### config.mk
export PLATFORM = sky130hd
export DESIGN_NAME = uart_core
export DESIGN_NICKNAME = d
export VERILOG_FILES = /design/src/rtl/uart_core.sv
export SDC_FILE = /design/constraint.sdc
export NUM_CORES = 1
export LEC_CHECK = 0
export CORE_AREA = 2 2 97 99
export CTS_CLUSTER_DIAMETER = 40
export DETAILED_ROUTE_END_ITERATION = 7
export DIE_AREA = 0 0 99 101
export PLACE_DENSITY = 0.77
export REMOVE_ABC_BUFFERS = 1
export SLEW_MARGIN = 25
export SYNTH_ARGS = -nofsm -noshare
export SYNTH_HDL_FRONTEND = slang
export SYNTH_SLANG_ARGS = --single-unit
export TNS_END_PERCENT = 20
### constraint.sdc
create_clock -name clk -period 2.5 [get_ports clk]
set_clock_uncertainty 0.1 [all_clocks]
set_input_delay 0.25 -clock clk [delete_from_list [all_inputs] [get_ports clk]]
set_output_delay 0.25 -clock clk [all_outputs]
set_load 0.05 [all_outputs]
### src/rtl/uart_core.sv
// uart_core: parametrised full-duplex UART with a valid/ready transmitter,
// a synchronised receiver with false-start, parity and framing checks, and
// a first-word-fall-through RX FIFO that reports overruns.
module uart_core #(
    parameter int CLK_FREQ      = 50000000,
    parameter int BAUDRATE      = 115200,
    parameter int DATA_BITS     = 8,
    parameter int PARITY        = 0,
    parameter int STOP_BITS     = 1,
    parameter int RX_FIFO_DEPTH = 4
) (
    input  logic                 clk,
    input  logic                 rst,
    input  logic [DATA_BITS-1:0] tx_data,
    input  logic                 tx_valid,
    output logic                 tx_ready,
    output logic                 tx,
    input  logic                 rx,
    output logic [DATA_BITS-1:0] rx_data,
    output logic                 rx_parity_err,
    output logic                 rx_frame_err,
    output logic                 rx_valid,
    input  logic                 rx_ready,
    output logic                 rx_overrun
);

    localparam int CLKS_PER_BIT = CLK_FREQ / BAUDRATE;
    localparam int HALF_BIT     = CLKS_PER_BIT / 2;
    localparam int CNT_W        = $clog2(CLKS_PER_BIT + 1);
    localparam int IDX_W        = $clog2(DATA_BITS + 1);
    localparam int PTR_W        = $clog2(RX_FIFO_DEPTH);
    localparam int ENTRY_W      = DATA_BITS + 2;

    localparam logic [CNT_W-1:0] BIT_LAST  = CNT_W'(CLKS_PER_BIT - 1);
    localparam logic [CNT_W-1:0] STOP_LAST = CNT_W'(CLKS_PER_BIT - 2);
    localparam logic [CNT_W-1:0] HALF_LAST = CNT_W'(HALF_BIT - 1);
    localparam logic [IDX_W-1:0] IDX_LAST  = IDX_W'(DATA_BITS - 1);
    localparam logic [PTR_W:0]   FIFO_FULL = (PTR_W + 1)'(RX_FIFO_DEPTH);
    localparam logic             STOP_IDX_LAST = 1'(STOP_BITS - 1);
    localparam logic             ODD_PARITY    = (PARITY == 1);
    localparam logic             HAS_PARITY    = (PARITY != 0);

    typedef enum logic [2:0] {
        S_IDLE,
        S_START,
        S_DATA,
        S_PARITY,
        S_STOP
    } state_t;

    state_t               tx_state;
    logic [CNT_W-1:0]     tx_cnt;
    logic [IDX_W-1:0]     tx_idx;
    logic                 tx_stop;
    logic [DATA_BITS-1:0] tx_shift;
    logic                 tx_par;

    state_t               rx_state;
    logic                 rx_meta;
    logic                 rxs;
    logic                 rx_armed;
    logic [CNT_W-1:0]     rx_cnt;
    logic [IDX_W-1:0]     rx_idx;
    logic                 rx_stop;
    logic [DATA_BITS-1:0] rx_shift;
    logic                 rx_perr;
    logic                 rx_ferr;
    logic                 rx_push;

    logic [ENTRY_W-1:0]   fifo_mem [RX_FIFO_DEPTH];
    logic [PTR_W-1:0]     wr_ptr;
    logic [PTR_W-1:0]     rd_ptr;
    logic [PTR_W:0]       count;
    logic                 fifo_full;
    logic                 do_push;
    logic                 do_pop;
    logic [ENTRY_W-1:0]   head;

    // Transmit FSM; the final stop bit hands back to IDLE one cycle early so a
    // waiting word starts its start bit right after the stop bit with no gap.
    always_ff @(posedge clk) begin
        if (rst) begin
            tx_state <= S_IDLE;
            tx       <= 1'b1;
            tx_ready <= 1'b1;
            tx_cnt   <= '0;
            tx_idx   <= '0;
            tx_stop  <= 1'b0;
            tx_shift <= '0;
            tx_par   <= 1'b0;
        end else begin
            case (tx_state)
                S_IDLE: begin
                    if (tx_valid && tx_ready) begin
                        tx_shift <= tx_data;
                        tx_par   <= (^tx_data) ^ ODD_PARITY;
                        tx       <= 1'b0;
                        tx_ready <= 1'b0;
                        tx_cnt   <= '0;
                        tx_state <= S_START;
                    end
                end
                S_START: begin
                    if (tx_cnt == BIT_LAST) begin
                        tx_cnt   <= '0;
                        tx       <= tx_shift[0];
                        tx_shift <= tx_shift >> 1;
                        tx_idx   <= '0;
                        tx_state <= S_DATA;
                    end else begin
                        tx_cnt <= tx_cnt + 1'b1;
                    end
                end
                S_DATA: begin
                    if (tx_cnt == BIT_LAST) begin
                        tx_cnt <= '0;
                        if (tx_idx == IDX_LAST) begin
                            if (HAS_PARITY) begin
                                tx       <= tx_par;
                                tx_state <= S_PARITY;
                            end else begin
                                tx       <= 1'b1;
                                tx_stop  <= 1'b0;
                                tx_state <= S_STOP;
                            end
                        end else begin
                            tx       <= tx_shift[0];
                            tx_shift <= tx_shift >> 1;
                            tx_idx   <= tx_idx + 1'b1;
                        end
                    end else begin
                        tx_cnt <= tx_cnt + 1'b1;
                    end
                end
                S_PARITY: begin
                    if (tx_cnt == BIT_LAST) begin
                        tx_cnt   <= '0;
                        tx       <= 1'b1;
                        tx_stop  <= 1'b0;
                        tx_state <= S_STOP;
                    end else begin
                        tx_cnt <= tx_cnt + 1'b1;
                    end
                end
                S_STOP: begin
                    if (tx_stop == STOP_IDX_LAST && tx_cnt == STOP_LAST) begin
                        tx_ready <= 1'b1;
                        tx_state <= S_IDLE;
                    end else if (tx_cnt == BIT_LAST) begin
                        tx_cnt  <= '0;
                        tx_stop <= 1'b1;
                    end else begin
                        tx_cnt <= tx_cnt + 1'b1;
                    end
                end
                default: begin
                    tx       <= 1'b1;
                    tx_ready <= 1'b1;
                    tx_state <= S_IDLE;
                end
            endcase
        end
    end

    // Two-flop synchroniser for the asynchronous serial input, idling high.
    always_ff @(posedge clk) begin
        if (rst) begin
            rx_meta <= 1'b1;
            rxs     <= 1'b1;
        end else begin
            rx_meta <= rx;
            rxs     <= rx_meta;
        end
    end

    // Receive FSM; a start is only accepted once the line has been high since
    // the last frame, so a held-low break yields a single errored frame.
    always_ff @(posedge clk) begin
        if (rst) begin
            rx_state <= S_IDLE;
            rx_armed <= 1'b0;
            rx_cnt   <= '0;
            rx_idx   <= '0;
            rx_stop  <= 1'b0;
            rx_shift <= '0;
            rx_perr  <= 1'b0;
            rx_ferr  <= 1'b0;
            rx_push  <= 1'b0;
        end else begin
            rx_push <= 1'b0;
            case (rx_state)
                S_IDLE: begin
                    if (rxs) begin
                        rx_armed <= 1'b1;
                    end else if (rx_armed) begin
                        rx_armed <= 1'b0;
                        rx_cnt   <= '0;
                        rx_state <= S_START;
                    end
                end
                S_START: begin
                    if (rx_cnt == HALF_LAST) begin
                        rx_cnt <= '0;
                        if (rxs) begin
                            rx_state <= S_IDLE;
                        end else begin
                            rx_idx   <= '0;
                            rx_perr  <= 1'b0;
                            rx_ferr  <= 1'b0;
                            rx_state <= S_DATA;
                        end
                    end else begin
                        rx_cnt <= rx_cnt + 1'b1;
                    end
                end
                S_DATA: begin
                    if (rx_cnt == BIT_LAST) begin
                        rx_cnt   <= '0;
                        rx_shift <= {rxs, rx_shift[DATA_BITS-1:1]};
                        if (rx_idx == IDX_LAST) begin
                            rx_stop  <= 1'b0;
                            rx_state <= HAS_PARITY ? S_PARITY : S_STOP;
                        end else begin
                            rx_idx <= rx_idx + 1'b1;
                        end
                    end else begin
                        rx_cnt <= rx_cnt + 1'b1;
                    end
                end
                S_PARITY: begin
                    if (rx_cnt == BIT_LAST) begin
                        rx_cnt   <= '0;
                        rx_perr  <= rxs != ((^rx_shift) ^ ODD_PARITY);
                        rx_stop  <= 1'b0;
                        rx_state <= S_STOP;
                    end else begin
                        rx_cnt <= rx_cnt + 1'b1;
                    end
                end
                S_STOP: begin
                    if (rx_cnt == BIT_LAST) begin
                        rx_cnt <= '0;
                        if (!rxs) begin
                            rx_ferr <= 1'b1;
                        end
                        if (rx_stop == STOP_IDX_LAST) begin
                            rx_push  <= 1'b1;
                            rx_state <= S_IDLE;
                        end else begin
                            rx_stop <= 1'b1;
                        end
                    end else begin
                        rx_cnt <= rx_cnt + 1'b1;
                    end
                end
                default: begin
                    rx_state <= S_IDLE;
                end
            endcase
        end
    end

    // FIFO push/pop decisions; a pop frees the slot a same-cycle push needs.
    always_comb begin
        fifo_full = (count == FIFO_FULL);
        do_pop    = (count != '0) && rx_ready;
        do_push   = rx_push && (!fifo_full || do_pop);
        head      = fifo_mem[rd_ptr];
    end

    // FIFO storage writes; contents need no reset since count gates visibility.
    always_ff @(posedge clk) begin
        if (do_push) begin
            fifo_mem[wr_ptr] <= {rx_shift, rx_perr, rx_ferr};
        end
    end

    // FIFO pointers, occupancy and the overrun pulse for dropped frames.
    always_ff @(posedge clk) begin
        if (rst) begin
            wr_ptr     <= '0;
            rd_ptr     <= '0;
            count      <= '0;
            rx_overrun <= 1'b0;
        end else begin
            rx_overrun <= rx_push && fifo_full && !do_pop;
            if (do_push) begin
                wr_ptr <= wr_ptr + 1'b1;
            end
            if (do_pop) begin
                rd_ptr <= rd_ptr + 1'b1;
            end
            if (do_push && !do_pop) begin
                count <= count + 1'b1;
            end else if (!do_push && do_pop) begin
                count <= count - 1'b1;
            end
        end
    end

    assign rx_valid      = (count != '0);
    assign rx_data       = rx_valid ? head[ENTRY_W-1:2] : '0;
    assign rx_parity_err = rx_valid ? head[1] : 1'b0;
    assign rx_frame_err  = rx_valid ? head[0] : 1'b0;

endmodule

==> results of run 1 <==
[cell type report]
cell class / count / area, µm²
well taps: 111 / 139
repair buffers: 45 / 373
clock buffers: 10 / 149
clock inverters: 6 / 53.8
inverters: 27 / 101
fillers: 707 / 3100
flip-flops and latches: 107 / 2540
multi-input cells: 329 / 2520
[synth_stat cells, types with 11 or more instances]
| cell | n | share of area [%] |
|---|---|---|
| nor3_1 | 16 | 1.5 |
| dfxtp_1 | 67 | 25 |
| nand3_1 | 19 | 1.8 |
| o21ai_0 | 25 | 2.4 |
| inv_1 | 27 | 1.9 |
| ha_1 | 13 | 3.1 |
| nand2_1 | 14 | 0.99 |
| clkbuf_1 | 18 | 1.3 |
| and2_1 | 11 | 1.3 |
| a21oi_1 | 30 | 2.8 |
| edfxtp_1 | 40 | 23 |
| nor2_1 | 23 | 1.6 |
[critical path, delay by kind of cell, from the launching register on]
kind	cells	cell delay, ps
buf+inv	2	880
simple gates	1	400
flops	1	380
[how the worst max path moves through the flow]
stage                     cells past startpoint  startpoint  slack, ps       end
after CTS                                     3    count[0]         90  rx_valid
after floorplan                               8    count[0]        -60  count[2]
after global routing                          3    count[0]         40  rx_valid
final                                         3    count[0]        120  rx_valid
after global placement                        9    rx_ready         50  count[2]
after detailed placement                      9    rx_ready          7  count[2]
[sequential cells by signal, summed over array words and instances (netlist names), named ones only]
name and cells:
rx_state 3, rx_armed 1, tx_state 3, rxs 1, rx_meta 1, fifo_mem 40
rd_ptr 2, rx_shift 8, tx 1, rx_idx 4, tx_ready 1, tx_cnt 9
rx_ferr 1, rx_cnt 9, tx_shift 8, tx_stop 1, tx_idx 4, rx_overrun 1
rx_push 1, count 3, wr_ptr 2, rx_perr 1
[cell families (layout without fill, tap and decap cells)]
group	count (synthesis)	in the layout	synth area share (%)
AOI/OAI and AO/OA	120	120	16.4
xor gates and xnor gates	14	14	2.58
adders and majority gates	14	14	3.45
buffers and inverters	57	88	4.40
DFF	107	107	48.0
muxes	27	27	7.63
and+or+nand+nor	154	154	17.6
[layout by cell type (no fill, tap or decap), types with 4 or more instances in the layout]
| cell | n |
|---|---|
| or4b_1 | 5 |
| nand2_1 | 14 |
| clkdlybuf4s50_1 | 15 |
| a32oi_1 | 6 |
| nand3_1 | 19 |
| edfxtp_1 | 40 |
| mux2_2 | 7 |
| o2111ai_1 | 4 |
| or2_2 | 5 |
| and3_1 | 9 |
| o21ai_0 | 25 |
| xor2_1 | 5 |
| a21oi_1 | 30 |
| a211oi_1 | 4 |
| dfxtp_1 | 67 |
| buf_4 | 29 |
| o32ai_1 | 7 |
| nor2_1 | 23 |
| or4_1 | 4 |
| mux2i_1 | 10 |
| nand2b_1 | 5 |
| clkbuf_8 | 9 |
| a221oi_1 | 7 |
| nor3b_1 | 4 |
| or3_1 | 8 |
| ha_1 | 13 |
| nor3_1 | 16 |
| xnor2_1 | 8 |
| nor2b_1 | 10 |
| mux4_2 | 10 |
| o31ai_1 | 8 |
| and2_1 | 11 |
| inv_1 | 27 |
[layer usage]
metal	GRT usage, %	vias to the layer above	wire length (µm)
li1	-	1919	-
met1	27.7	1899	4610
met2	36.0	80	4920
met3	2.91	13	376
met4	6.53	0	136
met5	0	-	0
[stage by stage]
| step | area, µm² | setup TNS [ps] | total power [mW] | cells | hold slack [ps] |
|---|---|---|---|---|---|
| detailed placement | 5670 | 0 | 3.29 | 619 | 299 |
| global route | 5880 | 0 | 4.49 | 635 | 207 |
| floorplan | 5160 | -62.8 | 2.87 | 463 | 219 |
| CTS | 5880 | 0 | 4.34 | 635 | 170 |
| finish | 5880 | 0 | 4.31 | 635 | 183 |
| global placement | 5670 | 0 | 3.26 | 619 | 297 |
[power by group through the flow]
stage	logic (mW)	registers, mW	clock network [mW]
floorplan	0.885	1.99	0
global placement	1.30	1.95	0
detailed placement	1.33	1.96	0
CTS	1.33	1.92	1.09
global route	1.41	1.93	1.15
finish	1.32	1.92	1.07
==> key figures, run 1 <==
Floorplanning
  – Row Count: 35
  – DIE AREA: 10000 µm²
  – Die W: 99 µm
  – Die height: slightly above 100 µm
  – Initial Util: 59.0%
  – Core area: 8980 µm²
  – Ports: 27

Global routing
  – First-pass GRT wire length: 17.1 mm
  – Initial antenna violation count: 0
  – GRT Util Overall: 21.0%
  – Global route overflow: 0
  – Vias in the first global route: 3,692
  – Largest net degree at the start of global routing: 34

Route
  – Initial DRT Pass Iterations: 4
  – Routed Wire Length: 10.0 mm
  – DRT iter0 DRCs: 297
  – DRC violations left: 0
  – Post-DRT Antenna Nets: 0
  – WL per Instance: 15.8 µm
  – Via density: 6.16
  – Via count: a little under 4,000

Setup path
  – Worst Setup End Kind: primary output
  – R2R depth: 6
  – Slowest stage delay, CP: 700 ps
  – R2R setup slack: 210 ps
  – Reg2reg start: rx_cnt[0]
  – Worst R2R End: rx_idx[3]
  – Worst setup SP type: flop
  – CP cell instances: or3_1, buf_4, clkdlybuf4s50_1
  – CP Class: flop to primary output
  – Critical Path Fanout Max: 12
  – Critical Path Slowest Stage Cell: clkdlybuf4s50_1
  – Worst Path Required: 2150 ps
  – Critical Path AT: 2030 ps

Synth
  – Ys Warns: 0
  – Syn_area_per_cell: 10.7 µm²
  – Cells after Synth: between 400 and 500
  – Post-synth EDFFs: 40
  – Most common flop cell mapped by yosys: dfxtp_1
  – FF+latch count, synth: approximately 110
  – Cell variety after synth: 71
  – Sequential area share after synthesis: 48.0%
  – Mapped Area: 5290 µm²
  – FFs w/ async S/R, synth: 0%

STA
  – Final worst-path cycle share: 95.3%
  – Final setup violation count: 0
  – PnR worst setup slack: 117 ps
  – F_max: approximately 0.42 GHz
  – Worst Max-Slew Pin Slew: 698 ps
  – Pins Over Slew Limit: 0
  – Min Tclk post-route: approximately 2400 ps
  – Slew Limit Headroom: 53.4%
  – Final Hold Viols: 0
  – RSZ-0062 raised after global routing: false

Min path
  – Hold Crit Class: input pin to flop
  – Hold Startpoint: rst
  – Hold Path Depth: 2
  – Worst hold endpoint: rx_idx[0]

Run
  – Max_cap viols: 0

Pwr
  – Peak supply drop: about 0.46 mV
  – Int Power: 2.80 mW
  – Clk pwr share: 24.9%
  – NetSw: 1.51 mW
  – Gate power share: 30.5%
  – Reg power frac: between 40 and 50%
  – PwrDens: 733 nW/µm²
  – Switching share of power: 35.0%
  – Static Leakage: 1.99 nW

Cells and area
  – Final Util: 65.5%
  – Area growth, synth to finish: 11.0%
  – Ratio of cells with drive above 1 in the final layout: 15.6%
  – Final nets: 546
  – # diodes: 0

Placement
  – Port buffer count: 26
  – Routability cong.: 0.859
  – Final HPWL DP: 6.83 mm
  – Post-Place Setup Slack: 7.47 ps

Clock network
  – Worst-path clk slew: 110 ps
  – Post-CTS setup buffer count: 0
  – Clock buffer count from CTS: 9
  – CTS Buffer Depth: 2
  – Post-CTS Resized: 0
  – Hold buffers post-CTS: 0
  – # H-tree levels: 3
  – CTS sink cnt: roughly 110
  – Clock Latency Late Sink: 370 ps
  – CTS tree: built
  – Clock root cell: clkbuf_8

Run status
  – Outcome: completed
(Power assumes the default switching activity.)
==> inputs of run 2 (changes only) <==
--- a/config.mk
+++ b/config.mk
@@ -5,11 +5,11 @@
 export SDC_FILE = /design/constraint.sdc
 export NUM_CORES = 1
 export LEC_CHECK = 0
-export CORE_AREA = 2 2 97 99
+export CORE_AREA = 2 2 149 151
 export CTS_CLUSTER_DIAMETER = 40
 export DETAILED_ROUTE_END_ITERATION = 7
-export DIE_AREA = 0 0 99 101
-export PLACE_DENSITY = 0.77
+export DIE_AREA = 0 0 151 153
+export PLACE_DENSITY = 0.38
 export REMOVE_ABC_BUFFERS = 1
 export SLEW_MARGIN = 25
 export SYNTH_ARGS = -nofsm -noshare
==> key figures, run 2 (synthesized netlist as in run 1, its figures left out) <==
Run status
  – Outcome: completed

Floorplanning
  – DIE AREA: 23,100 µm²
  – Core area: 21,500 µm²
  – Row Count: 54
  – Die height: 153 µm
  – Initial Util: 24.6%
  – Ports: 27
  – Die W: ~150 µm

Cells and area
  – # diodes: 0
  – Final nets: 552
  – Area growth, synth to finish: 17.9%
  – Commonest non-fill, non-tap cells in the layout: dfxtp_1, edfxtp_1, buf_4
  – Most common cell after layout, fill and taps aside: dfxtp_1
  – Biggest regs: fifo_mem x40, rx_cnt x9, tx_cnt x9
  – Reg area: approximately 2500 µm²
  – Area of the multi-input gates: 2520 µm²
  – Ratio of cells with drive above 1 in the final layout: 16.4%
  – Number of flip-flops in the largest register: 40
  – Fill count: 2,266
  – Top reg by flops: fifo_mem

Global routing
  – Vias in the first global route: between 3,000 and 4,000
  – GRT Util Overall: 11.2%
  – Initial antenna violation count: 0
  – Largest net degree at the start of global routing: between 50 and 60
  – First-pass GRT wire length: 20.6 mm
  – Global route overflow: 0

Pwr
  – PwrDens: 757 nW/µm²
  – Reg power frac: 40.5%
  – Switching share of power: 33.4%
  – Int Power: 3.15 mW
  – Peak supply drop: 0.267 mV
  – Static Leakage: 2.07 nW
  – NetSw: 1.58 mW
  – Clk pwr share: between 30 and 40%
  – Final Power: 4.72 mW
  – Gate power share: between 20% and 30%

Setup path
  – Critical Path AT: just under 2000 ps
  – R2R setup slack: 200 ps
  – Worst R2R End: count[2]
  – Worst setup SP type: flop
  – Critical Path Start: count[0]
  – Setup crit end: rx_valid
  – R2R depth: 8
  – Worst Setup End Kind: primary output
  – CP Class: flop to primary output
  – Worst Path Required: 2150 ps
  – Reg2reg start: count[0]
  – Critical Path Fanout Max: 12

STA
  – F_max: 0.427 GHz
  – PnR worst setup slack: 157 ps
  – Final setup violation count: 0
  – Final worst-path cycle share: 93.7%
  – Final Hold Viols: 0
  – Slew Limit Headroom: between 60 and 70%
  – Pins Over Slew Limit: 0
  – Min Tclk post-route: 2340 ps
  – Worst Max-Slew Pin Slew: about 600 ps
  – RSZ-0062 raised after global routing: false

Clock network
  – CTS tree: built
  – CTS sink cnt: 107
  – # H-tree levels: 3
  – Clock Latency Late Sink: 360 ps
  – Hold buffers post-CTS: 0
  – Worst-path clk slew: approximately 70 ps
  – CTS Buffer Depth: 2
  – Clock buffer count from CTS: 9
  – Post-CTS Resized: 0
  – Post-CTS setup buffer count: 0
  – Clock root cell: clkbuf_16

Route
  – Via density: 4.79
  – WL per Instance: 15.0 µm
  – Via count: 3,879
  – DRC violations left: 0
  – DRT iter0 DRCs: 185
  – Initial DRT Pass Iterations: 4
  – Routed Wire Length: around 12 mm
  – Post-DRT Antenna Nets: 0

Placement
  – Port buffer count: 26
  – Final HPWL DP: approximately 8.2 mm
  – Routability cong.: 0.779
  – Post-Place Setup Slack: -38.6 ps

Run
  – Max_cap viols: 0

Min path
  – Hold Crit Class: input pin to flop
  – Hold Path Depth: 2
[run 2: worst min-delay path by stage]
| stage | to | slack, ps | start |
|---|---|---|---|
| finish | rx_shift[2] | 280 | rst |
| global route | rx_shift[4] | 320 | rst |
| CTS | rx_armed | 300 | rst |
| detailed placement | rxs | 300 | rx_meta |
| global placement | rxs | 300 | rx_meta |
| floorplan | count[2] | 220 | rst |
[run 2: per-stage QoR]
step           instance area (µm²)  std cells  hold slack, ps  utilization (%)  TNS, ps
2_1_floorplan                 5160        463             219                -    -62.8
3_3_place_gp                  5940        794             303             27.7        0
3_5_place_dp                  5940        794             305             27.7    -38.6
4_1_cts                       6240        810             297             29.1        0
5_1_grt                       6240        810             320             29.1        0
6_report                      6240        810             284             29.1        0
[run 2: worst max-delay path, stage by stage (launching register included)]
cell             delay [ps]
dfxtp_1                 360
or3_1                   400
buf_4                   180
clkdlybuf4s50_1         700
[run 2: layer usage]
| layer | share of wire (%) | routed length (µm) | vias to the layer above | global-route usage [%] |
|---|---|---|---|---|
| li1 | - | - | 1934 | - |
| met3 | 2.1 | 258 | 11 | 1.97 |
| met4 | 1.6 | 194 | 0 | 4.36 |
| met2 | 48 | 5810 | 35 | 18.3 |
| met1 | 48 | 5860 | 1899 | 14.7 |
| met5 | 0 | 0 | - | 0 |
[run 2: cell type report]
| cell class | count | area share, % |
|---|---|---|
| clock inverter | 7 | 1.20 |
| sequential | 107 | 40.7 |
| clock buffer | 9 | 3.61 |
| inverter | 27 | 1.62 |
| timing repair buffer | 51 | 6.89 |
| multi-input combinational | 329 | 40.3 |
| tap | 280 | 5.61 |
[run 2: power groups by stage]
stage	clock network, mW	logic, mW	registers [mW]
2_1_floorplan	0	0.885	1.99
3_3_place_gp	0	1.36	1.95
3_5_place_dp	0	1.37	1.96
4_1_cts	1.53	1.37	1.91
5_1_grt	1.60	1.45	1.93
6_report	1.47	1.34	1.91
